--- src/rtl/alu_cmd_issuer.sv ---
// alu_cmd_issuer
//   Hardware initiator for the TotalALU command interface. Takes one
//   operation request at a time over a valid/ready port, drives the ALU's
//   Signal/dataA/dataB inputs with registered values, samples the ALU
//   Output a fixed number of cycles later and hands the result back over a
//   valid/ready response port. A DIVU request is expanded into a timed
//   divide, an MFHI and an MFLO, giving two tagged responses (Hi, then Lo).
//
// Ports
//   clk        : clock, all state changes on the rising edge
//   reset      : asynchronous, active-low reset
//   req_valid  : request present
//   req_ready  : block can accept a request (only while idle)
//   req_op     : ALU function code
//   req_a/b    : operands
//   alu_signal : to TotalALU Signal
//   alu_dataA/B: to TotalALU dataA/dataB
//   alu_out    : from TotalALU Output
//   rsp_valid  : response present
//   rsp_ready  : consumer accepts response
//   rsp_data   : result, bit-exact copy of alu_out (0 on error)
//   rsp_tag    : 0 normal, 1 Hi (remainder), 2 Lo (quotient)
//   rsp_err    : request carried an unsupported op

module alu_cmd_issuer #(
  parameter int ALU_LAT  = 2,
  parameter int DIV_WAIT = 35
) (
  input  logic        clk,
  input  logic        reset,
  input  logic        req_valid,
  output logic        req_ready,
  input  logic [5:0]  req_op,
  input  logic [31:0] req_a,
  input  logic [31:0] req_b,
  output logic [5:0]  alu_signal,
  output logic [31:0] alu_dataA,
  output logic [31:0] alu_dataB,
  input  logic [31:0] alu_out,
  output logic        rsp_valid,
  input  logic        rsp_ready,
  output logic [31:0] rsp_data,
  output logic [1:0]  rsp_tag,
  output logic        rsp_err
);

  localparam logic [2:0] S_IDLE   = 3'd0;
  localparam logic [2:0] S_EXEC   = 3'd1;
  localparam logic [2:0] S_DIVW   = 3'd2;
  localparam logic [2:0] S_MFHI_X = 3'd3;
  localparam logic [2:0] S_RSP_HI = 3'd4;
  localparam logic [2:0] S_MFLO_X = 3'd5;
  localparam logic [2:0] S_RSP    = 3'd6;

  localparam logic [5:0] OP_SRL  = 6'd2;
  localparam logic [5:0] OP_MFHI = 6'd16;
  localparam logic [5:0] OP_MFLO = 6'd18;
  localparam logic [5:0] OP_DIVU = 6'd27;
  localparam logic [5:0] OP_ADD  = 6'd32;
  localparam logic [5:0] OP_SUB  = 6'd34;
  localparam logic [5:0] OP_AND  = 6'd36;
  localparam logic [5:0] OP_OR   = 6'd37;
  localparam logic [5:0] OP_SLT  = 6'd42;

  localparam logic [1:0] TAG_NORM = 2'd0;
  localparam logic [1:0] TAG_HI   = 2'd1;
  localparam logic [1:0] TAG_LO   = 2'd2;

  // Counter reload values: the counter is loaded on the edge that enters a
  // timed state and the state is left on the edge where it reads zero, so
  // loading N-1 gives exactly N edges in the state.
  localparam logic [7:0] LAT_LOAD = 8'(ALU_LAT - 1);
  localparam logic [7:0] DIV_LOAD = 8'(DIV_WAIT - 1);

  logic [2:0] state;
  logic [7:0] cnt;
  logic       op_ok;

  // Ops a requester may ask for; MFHI/MFLO are only ever generated here.
  always_comb begin
    op_ok = 1'b0;
    case (req_op)
      OP_AND, OP_OR, OP_ADD, OP_SUB, OP_SLT, OP_SRL, OP_DIVU: op_ok = 1'b1;
      default: op_ok = 1'b0;
    endcase
  end

  // Single registered FSM: every port output is a flop so the ALU sees a
  // clean command for the whole time a state is occupied.
  always_ff @(posedge clk or negedge reset) begin
    if (!reset) begin
      state      <= S_IDLE;
      cnt        <= 8'd0;
      req_ready  <= 1'b0;
      alu_signal <= 6'd0;
      alu_dataA  <= 32'd0;
      alu_dataB  <= 32'd0;
      rsp_valid  <= 1'b0;
      rsp_data   <= 32'd0;
      rsp_tag    <= TAG_NORM;
      rsp_err    <= 1'b0;
    end else begin
      case (state)
        S_IDLE: begin
          req_ready <= 1'b1;
          if (req_valid && req_ready) begin
            req_ready <= 1'b0;
            if (op_ok) begin
              alu_dataA <= req_a;
              alu_dataB <= req_b;
              if (req_op == OP_DIVU) begin
                alu_signal <= OP_DIVU;
                cnt        <= DIV_LOAD;
                state      <= S_DIVW;
              end else begin
                alu_signal <= req_op;
                cnt        <= LAT_LOAD;
                state      <= S_EXEC;
              end
            end else begin
              // Rejected op: answer straight away, ALU left untouched.
              rsp_valid <= 1'b1;
              rsp_data  <= 32'd0;
              rsp_tag   <= TAG_NORM;
              rsp_err   <= 1'b1;
              state     <= S_RSP;
            end
          end
        end

        S_EXEC: begin
          if (cnt == 8'd0) begin
            rsp_valid <= 1'b1;
            rsp_data  <= alu_out;
            rsp_tag   <= TAG_NORM;
            rsp_err   <= 1'b0;
            state     <= S_RSP;
          end else begin
            cnt <= cnt - 8'd1;
          end
        end

        S_DIVW: begin
          if (cnt == 8'd0) begin
            alu_signal <= OP_MFHI;
            cnt        <= LAT_LOAD;
            state      <= S_MFHI_X;
          end else begin
            cnt <= cnt - 8'd1;
          end
        end

        S_MFHI_X: begin
          if (cnt == 8'd0) begin
            rsp_valid <= 1'b1;
            rsp_data  <= alu_out;
            rsp_tag   <= TAG_HI;
            rsp_err   <= 1'b0;
            state     <= S_RSP_HI;
          end else begin
            cnt <= cnt - 8'd1;
          end
        end

        // Lo is only fetched once Hi has been taken, so the consumer never
        // sees two responses outstanding.
        S_RSP_HI: begin
          if (rsp_ready) begin
            rsp_valid  <= 1'b0;
            alu_signal <= OP_MFLO;
            cnt        <= LAT_LOAD;
            state      <= S_MFLO_X;
          end
        end

        S_MFLO_X: begin
          if (cnt == 8'd0) begin
            rsp_valid <= 1'b1;
            rsp_data  <= alu_out;
            rsp_tag   <= TAG_LO;
            rsp_err   <= 1'b0;
            state     <= S_RSP;
          end else begin
            cnt <= cnt - 8'd1;
          end
        end

        // Leaving RSP raises req_ready at once; the next accept therefore
        // lands on the edge after the response handshake at the earliest.
        S_RSP: begin
          if (rsp_ready) begin
            rsp_valid  <= 1'b0;
            rsp_data   <= 32'd0;
            rsp_tag    <= TAG_NORM;
            rsp_err    <= 1'b0;
            alu_signal <= 6'd0;
            alu_dataA  <= 32'd0;
            alu_dataB  <= 32'd0;
            req_ready  <= 1'b1;
            state      <= S_IDLE;
          end
        end

        default: begin
          state      <= S_IDLE;
          req_ready  <= 1'b0;
          rsp_valid  <= 1'b0;
          alu_signal <= 6'd0;
          alu_dataA  <= 32'd0;
          alu_dataB  <= 32'd0;
        end
      endcase
    end
  end

endmodule

--- config.mk ---
export PLATFORM = sky130hd
export DESIGN_NAME = alu_cmd_issuer
export DESIGN_NICKNAME = d
export VERILOG_FILES = /design/src/rtl/alu_cmd_issuer.sv
export SDC_FILE = /design/constraint.sdc
export NUM_CORES = 1
export LEC_CHECK = 0
export BUFFER_PORTS_ARGS = -buffer_cell sky130_fd_sc_hd__buf_2
export CAP_MARGIN = 40
export CELL_PAD_IN_SITES_DETAIL_PLACEMENT = 0
export CELL_PAD_IN_SITES_GLOBAL_PLACEMENT = 1
export CORE_ASPECT_RATIO = 1.75
export CORE_MARGIN = 2
export CORE_UTILIZATION = 33
export DETAILED_ROUTE_END_ITERATION = 7
export PLACE_DENSITY = 0.87
export SLEW_MARGIN = 20
export SYNTH_ARGS = -nofsm -noshare
export SYNTH_HDL_FRONTEND = slang
export SYNTH_SLANG_ARGS = --single-unit
--- constraint.sdc ---
create_clock -name clk -period 1.9 [get_ports clk]
set_input_delay 0.19 -clock clk [delete_from_list [all_inputs] [get_ports clk]]
set_output_delay 0.19 -clock clk [all_outputs]
set_load 0.005 [all_outputs]
==> Word level (Yosys, flattened, before mapping) <==
Index checks and enable logic that the tools add are counted.
{ "classes": {"addsub": 1, "magnitude_cmp": 0, "mux": 52, "reduce_logical": 19, "div": 0, "n_bitwise": 3, "mul": 0, "n_eq_ne": 26, "shift": 0} }
{ "op_table": {"columns": ["cell", "count"], "rows": [
  ["one-hot mux 32 bit (3 select lines)", 3],
  ["2-to-1 mux 32 bit", 8],
  ["2-to-1 mux 6 bit", 7],
  ["2-to-1 mux 8 bit", 5],
  ["one-hot mux 8 bit (4 select lines)", 1],
  ["== test 6 bit, second input constant", 5],
  ["one-hot mux 6 bit (5 select lines)", 1],
  ["2-to-1 mux 3 bit", 7],
  ["inequality test 2 bit, second input constant", 10],
  ["one-hot mux 3 bit (6 select lines)", 1],
  ["AND reduction 5 bit", 3],
  ["2-to-1 mux 2 bit", 7],
  ["AND reduction 6 bit", 2],
  ["one-hot mux 2 bit (5 select lines)", 1],
  ["== test 3 bit, second input constant", 3],
  ["logical NOT 8 bit", 1],
  ["2-to-1 mux 1 bit", 8],
  ["subtractor 8 x 1 -> 8 bit, second input constant", 1],
  ["AND reduction 7 bit", 1],
  ["OR reduction 7 bit", 1],
  ["== test 3 x 2 -> 1 bit, second input constant", 2],
  ["== test 6 x 2 -> 1 bit, second input constant", 1],
  ["== test 6 x 5 -> 1 bit, second input constant", 1],
  ["inequality test 2 x 1 -> 1 bit, second input constant", 3],
  ["14 further kinds", 18]
]} }
{ "totals": {"register_bits": 118, "latchBits": 0, "mem_bits_rw": 0, "mem_bits_ro": 0, "memories": 0, "output_inout_bits": 107} }

==> Depth between registers and ports, before layout <==
Gate-level depths: netlist of the first run.
{ "logic_depth": {"ltp_word": 6, "depth_mapped": 8} }

==> Least setup slack after synthesis of the first run <==
Ideal clock, no wire load.
{ "synth_path": {"kind": "reg-to-reg", "startpoint": "reg cnt[0]", "endpoint": "reg cnt[0]", "path_buffers": 1, "path_slack_ns": -0.117, "arrival_time_ns": 1.893, "setup_ns": 0.125, "path_stages_with_launch": 9, "cell_sequence": "dfrtp_1 -> inv_1 -> ha_1 -> nor3b_2 -> nand3_1 -> nand3_1 -> or2_2 -> clkbuf_2 -> mux2_2"} }
{ "synth_via": {"elab_chain_len": 3, "word_cells_on_any_way": 7, "cone_classes": "add/sub: 1; eq/ne: 1; mux: 3; reduce/logical: 2"} }
{ "synth_rtl": {"columns": ["element", "line_no", "rtl"], "rows": [
  ["from (decl)", "76", "logic [7:0] cnt;"],
  ["from (signal assigned)", "139", "cnt <= cnt - 8'd1;"],
  ["from (signal assigned)", "149", "cnt <= cnt - 8'd1;"],
  ["from (signal assigned)", "161", "cnt <= cnt - 8'd1;"],
  ["subtractor 8 x 1 -> 8 bit or logical NOT 8 bit (tied branches)", null, null],
  ["2-to-1 mux 8 bit (tied with other cells)", "132, 154, 177", null],
  ["one-hot mux 8 bit (4 select lines) or AND reduction 5 bit (tied branches)", null, null]
]} }
Several ways; a longest one is shown, not always the timed one. The select of a mux whose other input is x is not followed.
A chain may end at the register's enable or synchronous reset.

==> Worst setup path in the final report of the first run <==
{ "layout_path": {"startpoint": "reg cnt[1]", "endpoint": "reg alu_signal[3]"} }
{ "layout_via": {"elab_chain_len": 3} }
{ "layout_rtl": {"columns": ["element", "line_no", "rtl"], "rows": [
  ["logical NOT 8 bit", "144", "if (cnt == 8'd0) begin"],
  ["inequality test 2 bit (no source line)", null, null],
  ["AND reduction 6 bit (no source line)", null, null],
  ["to (signal assigned)", "116", "alu_signal <= req_op;"],
  ["to (decl)", "36", "output logic [5:0] alu_signal,"]
]} }
No other way between the ends.

==> out/metrics.cfg, run 1 <==
[floorplan]
die_h_um=173
dieArea_um2=17400
initial_core_util=0.337
core_area_um2=16000
row_count=61
pin_count=213
die_width_um=100

[timing]
finalCriticalPeriod_ns=1.84
rsz0062_at_grt=yes
maxSlewViolCount=0
setup_slack_ns=0.0609
finalHoldViolCount=0
layout_worst_path_cycle_share=0.968
setup_viol_count_final=0
tightestPinTransition_ns=0.433
clock.fmax_mhz=544
skew_ns=0.00874
maxSlewHeadroom=0.712

[clock_network]
clk_pin_slew_worst_paths_ns=0.06
h-tree-depth=4
cts_tree=built
cts-buffers-inserted=17
cts_buffer_depth=2
clock-root-buffer=clkbuf_16
clk_latency_ns=0.40
cts_sinks=118

[grt]
track_usage=0.181
grt_max_degree=66
antenna_found_initial=1
grt_first_pass_wirelength_um=25000
grt_pass1_vias=5098
overflow=0

[yosys]
synth_ff_type=dfrtp_1
synth_edf_count=0
syn_avg_cell_area_um2=10.8
yosys.area.top_type_share=0.549
seq_area_frac_synth=0.549
syn-cell-area_um2=5380
synth_area_leaders=dfrtp_1, mux2i_1, a22o_1
yosysWarningCount=0
syn_nets=605
synthArstFlopShare=1.00
synthCells=498
synth_seq_cells=118
ys_types=54
yosys.area.top_type=dfrtp_1

[setup_path]
path_depth=7
critPathCaptureType=flip-flop
setup.worst_path.start=cnt[1]
path_delay_family=simple AND/OR/NAND/NOR gates
crit_chain=inv_2, ha_4, nor3b_4, and2_4, o21ai_4, or3_4, a22o_1
rrSetupSlack_ns=0.06
cp_data_arrival_time_ns=2.13
worstPathRequired_ns=2.19
worstRegToRegCells=7
crit_end=alu_signal[3]
max_stage_delay_ns=0.39
slowest_stage=dfrtp_1
timing.rr.start=cnt[1]
regToRegEndpoint=alu_signal[3]
cp_max_fo=5
critPathKind=flip-flop to flip-flop
crit_buf_inv=1
critPathLaunchType=flip-flop

[drt]
drt_iter0_drc=155
firstDrtPassIters=4
ant_nets=0
wl_per_cell_um=15.3
viasPerCell=4.78
routed_wl_um=15200
drc_errors=0
via_count=4740

[power_and_ir_drop]
intPower_mw=8.57
pwr-share-clk=0.259
p_total_mw=13.0
p_switching_mw=4.43
leakage_nw=4.04
p_comb_frac=0.410
irDropWorstVdd_mv=0.657
cellPowerDensity_nw_per_um2=1620
p_sw_frac=0.341
seq_power_share=0.331

[final_layout]
final_cell_mix=buf_2, dfrtp_1, nand2_1
drive_gt1_frac=0.397
final_common_cell=buf_2
finalNetCount=896
fin_util=0.502
areaGrowthSynthToFinish_pct=49.0

[place]
place_hpwl_um=10900
io_buffers=212
place_ws_ns=-0.130
place_congestion=0.927

[run]
drv_cap=0

[min_path]
hold_path.class=input port to flip-flop

[status]
status=finished clean

tightest hold or removal path, cell delays in order:
cell and delay, ns:
buf_2 0.09, nand2_1 0.04, mux2i_1 0.06
layer usage:
metal  GRT usage  share of wire  vias to the layer above
met5           0              0                        -
met4      0.0799          0.027                        0
met3      0.0388          0.043                       25
met2       0.332           0.55                      151
met1       0.194           0.38                     2283
li1            -              -                     2281
synth_stat cells, types with 4 or more instances:
cell / count
a31oi_1: 5
o31ai_1: 4
inv_1: 75
nand2_1: 77
or3_1: 4
o221ai_1: 4
mux2i_1: 64
clkbuf_1: 9
a21oi_1: 5
buf_4: 4
buf_6: 10
dfrtp_1: 118
nand3_1: 5
a22o_1: 37
nor2_1: 12
a211oi_1: 4
o21ai_0: 7
buf_1: 4
state kept, by name, summed over array words and instances (netlist names):
name,count
alu_dataA,32
alu_dataB,32
alu_signal,6
cnt,8
req_ready,1
rsp_data,32
rsp_err,1
rsp_tag,2
rsp_valid,1
state,3
per-stage QoR:
step | cells | hold slack, ns | area, um^2 | TNS (ns)
final | 991 | 0.0243 | 8010 | 0
after global routing | 991 | 0.00791 | 8010 | -0.0641
after CTS | 985 | 0.00164 | 7940 | 0
after detailed placement | 925 | 0.168 | 7030 | -10.02
after global placement | 925 | 0.165 | 7030 | -8.07
after floorplan | 498 | -0.106 | 5390 | -0.186
logic make-up after synthesis:
family | synth area share
DFF | 0.549
muxes | 0.121
and+or+nand+nor | 0.101
buffers and inverters | 0.0898
AOI/OAI and AO/OA | 0.136
adders and majority gates | 0.00233
how the worst min path moves through the flow:
stage	end	startpoint	slack (ns)	cells after the start
5_1_grt	alu_dataB[30]	req_b[30]	0.008	3
2_1_floorplan	alu_dataA[0]	reset	-0.11	0
6_report	alu_dataB[16]	req_b[16]	0.02	3
3_5_place_dp	alu_dataA[27]	reset	0.17	1
4_1_cts	alu_dataB[18]	req_b[18]	0.002	3
3_3_place_gp	alu_dataA[27]	reset	0.16	1
final cells by class:
cell class,count,area [um^2]
diodes,1,2.50
clock inverters,9,149
multi-input cells,276,1990
fillers,1436,7940
flip-flops and latches,118,2950
well taps,189,236
inverters,75,282
repair buffers,301,1930
clock buffers,22,464
power groups by stage:
| stage | registers, mW | clock network [mW] | logic (mW) |
|---|---|---|---|
| floorplan | 4.40 | 0 | 2.65 |
| global placement | 4.31 | 0 | 5.10 |
| detailed placement | 4.32 | 0 | 5.20 |
| CTS | 4.30 | 3.46 | 5.28 |
| global route | 4.46 | 3.59 | 5.89 |
| finish | 4.31 | 3.37 | 5.33 |
repair_timing:
action | 4_1_cts | 5_1_grt
gates resized for setup | 4 | 8
setup buffers | 0 | 2
pin swaps | 0 | 0
hold endpoints to repair | 57 | 3
hold buffers | 29 | 3
setup endpoints to repair | 40 | 47
Note: power is estimated with default switching activity, not from simulation.
==> inputs of run 2 (changes only) <==
- HOLD_SLACK_MARGIN: unset -> 0.03
==> run 2 against run 1 <==
The flow now finishes with violations (setup timing). Routed wire length is 13% higher. Global-route usage is 1.2 points higher. Sequential power hardly changed. Register-to-register slack worse by 0.07 ns. Hold slack better by 0.023 ns. Non-clock buffer count is 69 higher. Maximum frequency is 3.6% lower. Critical path type unchanged. Critical endpoint is now rsp_data[20].
==> out/metrics.cfg, run 2 (synthesis results as in run 1) <==
[status]
status=finished with violations
violations=setup timing

[floorplan]
pin_count=213
initial_core_util=0.337
die_width_um=100
core_area_um2=16000
die_h_um=173
dieArea_um2=17400
row_count=61

[setup_path]
regToRegEndpoint=rsp_data[20]
crit_chain=inv_2, ha_4, nor3b_4, and2_4, buf_6, o221ai_4, buf_12, clkbuf_16, a22o_1
max_stage_delay_ns=0.39
worstRegToRegCells=9
worstPathRequired_ns=2.19
cp_max_fo=6
rrSetupSlack_ns=-0.007
critPathCaptureType=flip-flop
timing.rr.start=cnt[1]
critPathKind=flip-flop to flip-flop
slowest_stage=dfrtp_1
cp_data_arrival_time_ns=2.20
critPathLaunchType=flip-flop

[drt]
ant_nets=0
dr_wl_met2_um=9710
drt_iter0_drc=235
wl_met3_um=652
met1_length_um=6230
highest_layer=met4
routed_wl_um=17200
firstDrtPassIters=4
via_count=5096
drc_errors=0
viasPerCell=4.81
wl_per_cell_um=16.2

[grt]
grt_pass1_vias=5508
grt_max_degree=66
overflow=0
track_usage=0.193
antenna_found_initial=0
grt_first_pass_wirelength_um=26600

[timing]
finalHoldViolCount=0
whs_ns=0.0472
layout_worst_path_cycle_share=1.00
clock.fmax_mhz=524
setup_slack_ns=-0.00683
finalCriticalPeriod_ns=1.91
rsz0062_at_grt=yes
setup_viol_count_final=1
timing.setup.tns_ns=-0.00683
maxSlewHeadroom=0.715
tightestPinTransition_ns=0.428
skew_ns=0.00984
maxSlewViolCount=0

[clock_network]
cts_buffer_depth=2
clk_pin_slew_worst_paths_ns=0.06
clk_latency_ns=0.40
cts_sinks=118
clock-root-buffer=clkbuf_16
h-tree-depth=4
cts-buffers-inserted=17
cts_tree=built

[final_layout]
areaGrowthSynthToFinish_pct=64.2
drive_gt1_frac=0.384
antennaDiodeCount=0
top_regs=alu_dataA: 32 flops, alu_dataB: 32 flops, rsp_data: 32 flops
final_common_cell=buf_2
final_cell_mix=buf_2, dfrtp_1, dlygate4sd3_1
fillCellCount=1327
finalNetCount=965

[run]
drv_cap=0

[power_and_ir_drop]
leakage_nw=4.41
irDropWorstVdd_mv=0.766
cellPowerDensity_nw_per_um2=1570

[min_path]
hold_path.class=input port to flip-flop
hold_depth=3
hold_start=req_a[22]
holdPathEnd=alu_dataA[22]

[place]
io_buffers=212
place_hpwl_um=10900
place_congestion=0.927

## run 2: power by group
group	switching [mW]	internal, mW
Sequential	0.673	3.66
Combinational	2.98	3.19
Clock	1.12	2.25
## run 2: worst max path at each step
stage	start	endpoint	slack, ns	cells after the start
CTS	cnt[1]	rsp_data[28]	0.03	8
global route	cnt[1]	rsp_data[20]	-0.07	9
detailed placement	req_op[1]	alu_dataA[27]	-0.13	8
global placement	req_op[1]	alu_signal[2]	-0.09	6
finish	cnt[1]	rsp_data[20]	-0.007	9
floorplan	cnt[0]	alu_signal[0]	-0.04	8
## run 2: metrics by stage
step	instance area [um^2]	std cells	utilization	total power [mW]	setup slack, ns
final	8830	1059	0.553	13.9	-0.00683
after global routing	8830	1059	0.553	14.8	-0.0692
after CTS	8530	1044	0.535	13.1	0.0310
after detailed placement	7030	925	0.441	9.51	-0.130
after global placement	7030	925	0.441	9.41	-0.0899
after floorplan	5390	498	-	7.05	-0.0410
## run 2: layer usage
metal | vias up | track usage
met2 | 168 | 0.353
li1 | 2424 | -
met4 | 0 | 0.101
met5 | - | 0
met1 | 2463 | 0.200
met3 | 41 | 0.0400
## run 2: layout make-up
cell class	count	area (um^2)	area share
Sequential cell	118	2950	0.335
Timing Repair Buffer	370	2710	0.307
Multi-Input combinational cell	276	2030	0.230
Clock buffer	22	464	0.0526
Inverter	75	282	0.0319
Tap cell	189	236	0.0268
Clock inverter	9	149	0.0169
## run 2: timing repair
action,in CTS,in global routing
resized for setup,4,19
setup endpoints to repair,40,111
buffers inserted,0,8
hold endpoints to repair,116,0
gates cloned,0,8
hold buffers,88,0
pin swaps,0,26
## run 2: worst max-delay path, delay by kind of cell (launching register included)
kind	cells	cell delay, ns
AND/OR/NAND/NOR	2	0.39
flip-flops	1	0.39
AO/OA/AOI/OAI	2	0.34
adder cells (fa/ha/maj)	1	0.14
buffers and inverters	4	0.53
==> inputs of run 3 (changes only) <==
--- a/constraint.sdc
+++ b/constraint.sdc
@@ -3,2 +3,2 @@
 set_output_delay 0.19 -clock clk [all_outputs]
-set_load 0.005 [all_outputs]
+set_load 0.01 [all_outputs]
==> run 3 against run 2 <==
The run still ends with setup timing left. Clock-buffer cell count is 4 lower. Global-route usage about the same. Clock power decreased by 13%. Routed wire length fell by 1.5%. Via count rose by 1.7%. Critical path depth stayed put. Die area stayed put. Critical path type unchanged.
==> out/metrics.cfg, run 3 (synthesis results as in run 1) <==
[final_layout]
final_area_um2=8860
antennaDiodeCount=0
fillCellCount=1341
drive_gt1_frac=0.395
instances_no_fill=1078
final_common_cell=buf_2
finalNetCount=984
areaGrowthSynthToFinish_pct=64.9
fin_util=0.556
final_cell_mix=buf_2, dfrtp_1, dlygate4sd3_1
top_regs=alu_dataA: 32 flops, alu_dataB: 32 flops, rsp_data: 32 flops
regArea_um2=2950
multiInputGateArea_um2=2050

[place]
place_ws_ns=-0.157
placed_area_um2=7070
place_inst=928
io_buffers=212
place_congestion=0.953
place_hpwl_um=11000

[timing]
tightestPinTransition_ns=0.559
finalCriticalPeriod_ns=1.95
skew_ns=0.00844
setup_slack_ns=-0.0478
setup_viol_count_final=36
clock.fmax_mhz=513
layout_worst_path_cycle_share=1.03
maxSlewHeadroom=0.623
rsz0062_at_grt=yes
finalHoldViolCount=0
timing.setup.tns_ns=-0.862
maxSlewViolCount=0
whs_ns=0.0490

[drt]
firstDrtPassIters=7
drc_errors=0
wl_per_cell_um=15.7
ant_nets=0
viasPerCell=4.81
routed_wl_um=16900
via_count=5183
drt_iter0_drc=126

[grt]
grt_max_degree=50
antenna_found_initial=0
grt_pass1_vias=5549
grt_first_pass_wirelength_um=26800
track_usage=0.192
overflow=0

[setup_path]
cp_data_arrival_time_ns=2.23
critPathLaunchType=flip-flop
rrSetupSlack_ns=-0.05
critPathKind=flip-flop to flip-flop
critPathCaptureType=flip-flop
worstPathRequired_ns=2.18
cp_max_fo=35

[clock_network]
clk_pin_slew_worst_paths_ns=0.06
cts_buffer_depth=2
clk_latency_ns=0.40
cts_tree=built
clock-root-buffer=clkbuf_16
cts_sinks=118
cts-buffers-inserted=17
h-tree-depth=4

[power_and_ir_drop]
cellPowerDensity_nw_per_um2=1550
leakage_nw=4.43
irDropWorstVdd_mv=0.712
p_total_mw=13.7

[run]
drv_cap=0

[status]
status=finished with violations
violations=setup timing

[min_path]
hold_path.class=input port to flip-flop

[floorplan]
die_h_um=173
core_area_um2=16000
dieArea_um2=17400
initial_core_util=0.337
die_width_um=100
pin_count=213
row_count=61

-- run 3: cell types whose count changed in the layout (fill, tap and decap cells not counted), moves of 3 or more --
cell,delta
bufinv_16,-3
a21oi_2,+3
buf_6,-3
clkinvlp_4,+3
a21oi_1,-3
clkbuf_16,-3
dlygate4sd3_1,+8
buf_4,+17
-- run 3: metal layers --
| metal | GRT usage | share of wire | vias to the layer above |
|---|---|---|---|
| met5 | 0 | 0 | - |
| met4 | 0.105 | 0.043 | 0 |
| met3 | 0.0396 | 0.041 | 57 |
| met2 | 0.358 | 0.54 | 201 |
| met1 | 0.193 | 0.37 | 2473 |
| li1 | - | - | 2452 |
-- run 3: cell type report --
type / instances / share of cell area
Multi-Input combinational cell: 276 / 0.231
Clock buffer: 18 / 0.0484
Timing Repair Buffer: 389 / 0.317
Clock inverter: 13 / 0.0123
Sequential cell: 118 / 0.333
Inverter: 75 / 0.0318
Tap cell: 189 / 0.0267
-- run 3: what timing repair did --
action / in CTS / in global routing
setup buffers: 15 / 8
endpoints found under the hold margin: 123 / 0
setup endpoints to repair: 8 / 108
gates resized for setup: 2 / 22
pin swaps: 8 / 11
hold buffers: 96 / 0
gates cloned: 0 / 2
-- run 3: final timing paths --
kind | startpoint | cells past startpoint | end
min in group asynchronous | reset | 2 | alu_dataA[28]
worst max register to register | cnt[1] | 9 | rsp_data[31]
worst min register to register | rsp_tag[0] | 1 | rsp_tag[0]
worst max-delay path | cnt[1] | 9 | rsp_data[31]
worst min-delay path | req_a[1] | 3 | alu_dataA[1]
max in group asynchronous | reset | 3 | rsp_data[0]
-- run 3: power by group --
part	total (mW)	internal, mW	leakage [nW]	switching, mW
clock network	2.92	1.78	0.261	1.14
logic	6.44	3.10	2.58	3.35
registers	4.35	3.66	1.59	0.692
-- run 3: worst max-delay path, stage by stage, from the launching register on --
cell      delay [ns]
dfrtp_1         0.39
inv_2           0.08
ha_4            0.13
nor3b_4         0.23
and2_0          0.15
buf_4           0.13
buf_6           0.11
o221ai_2        0.12
buf_12          0.20
a22o_1          0.26
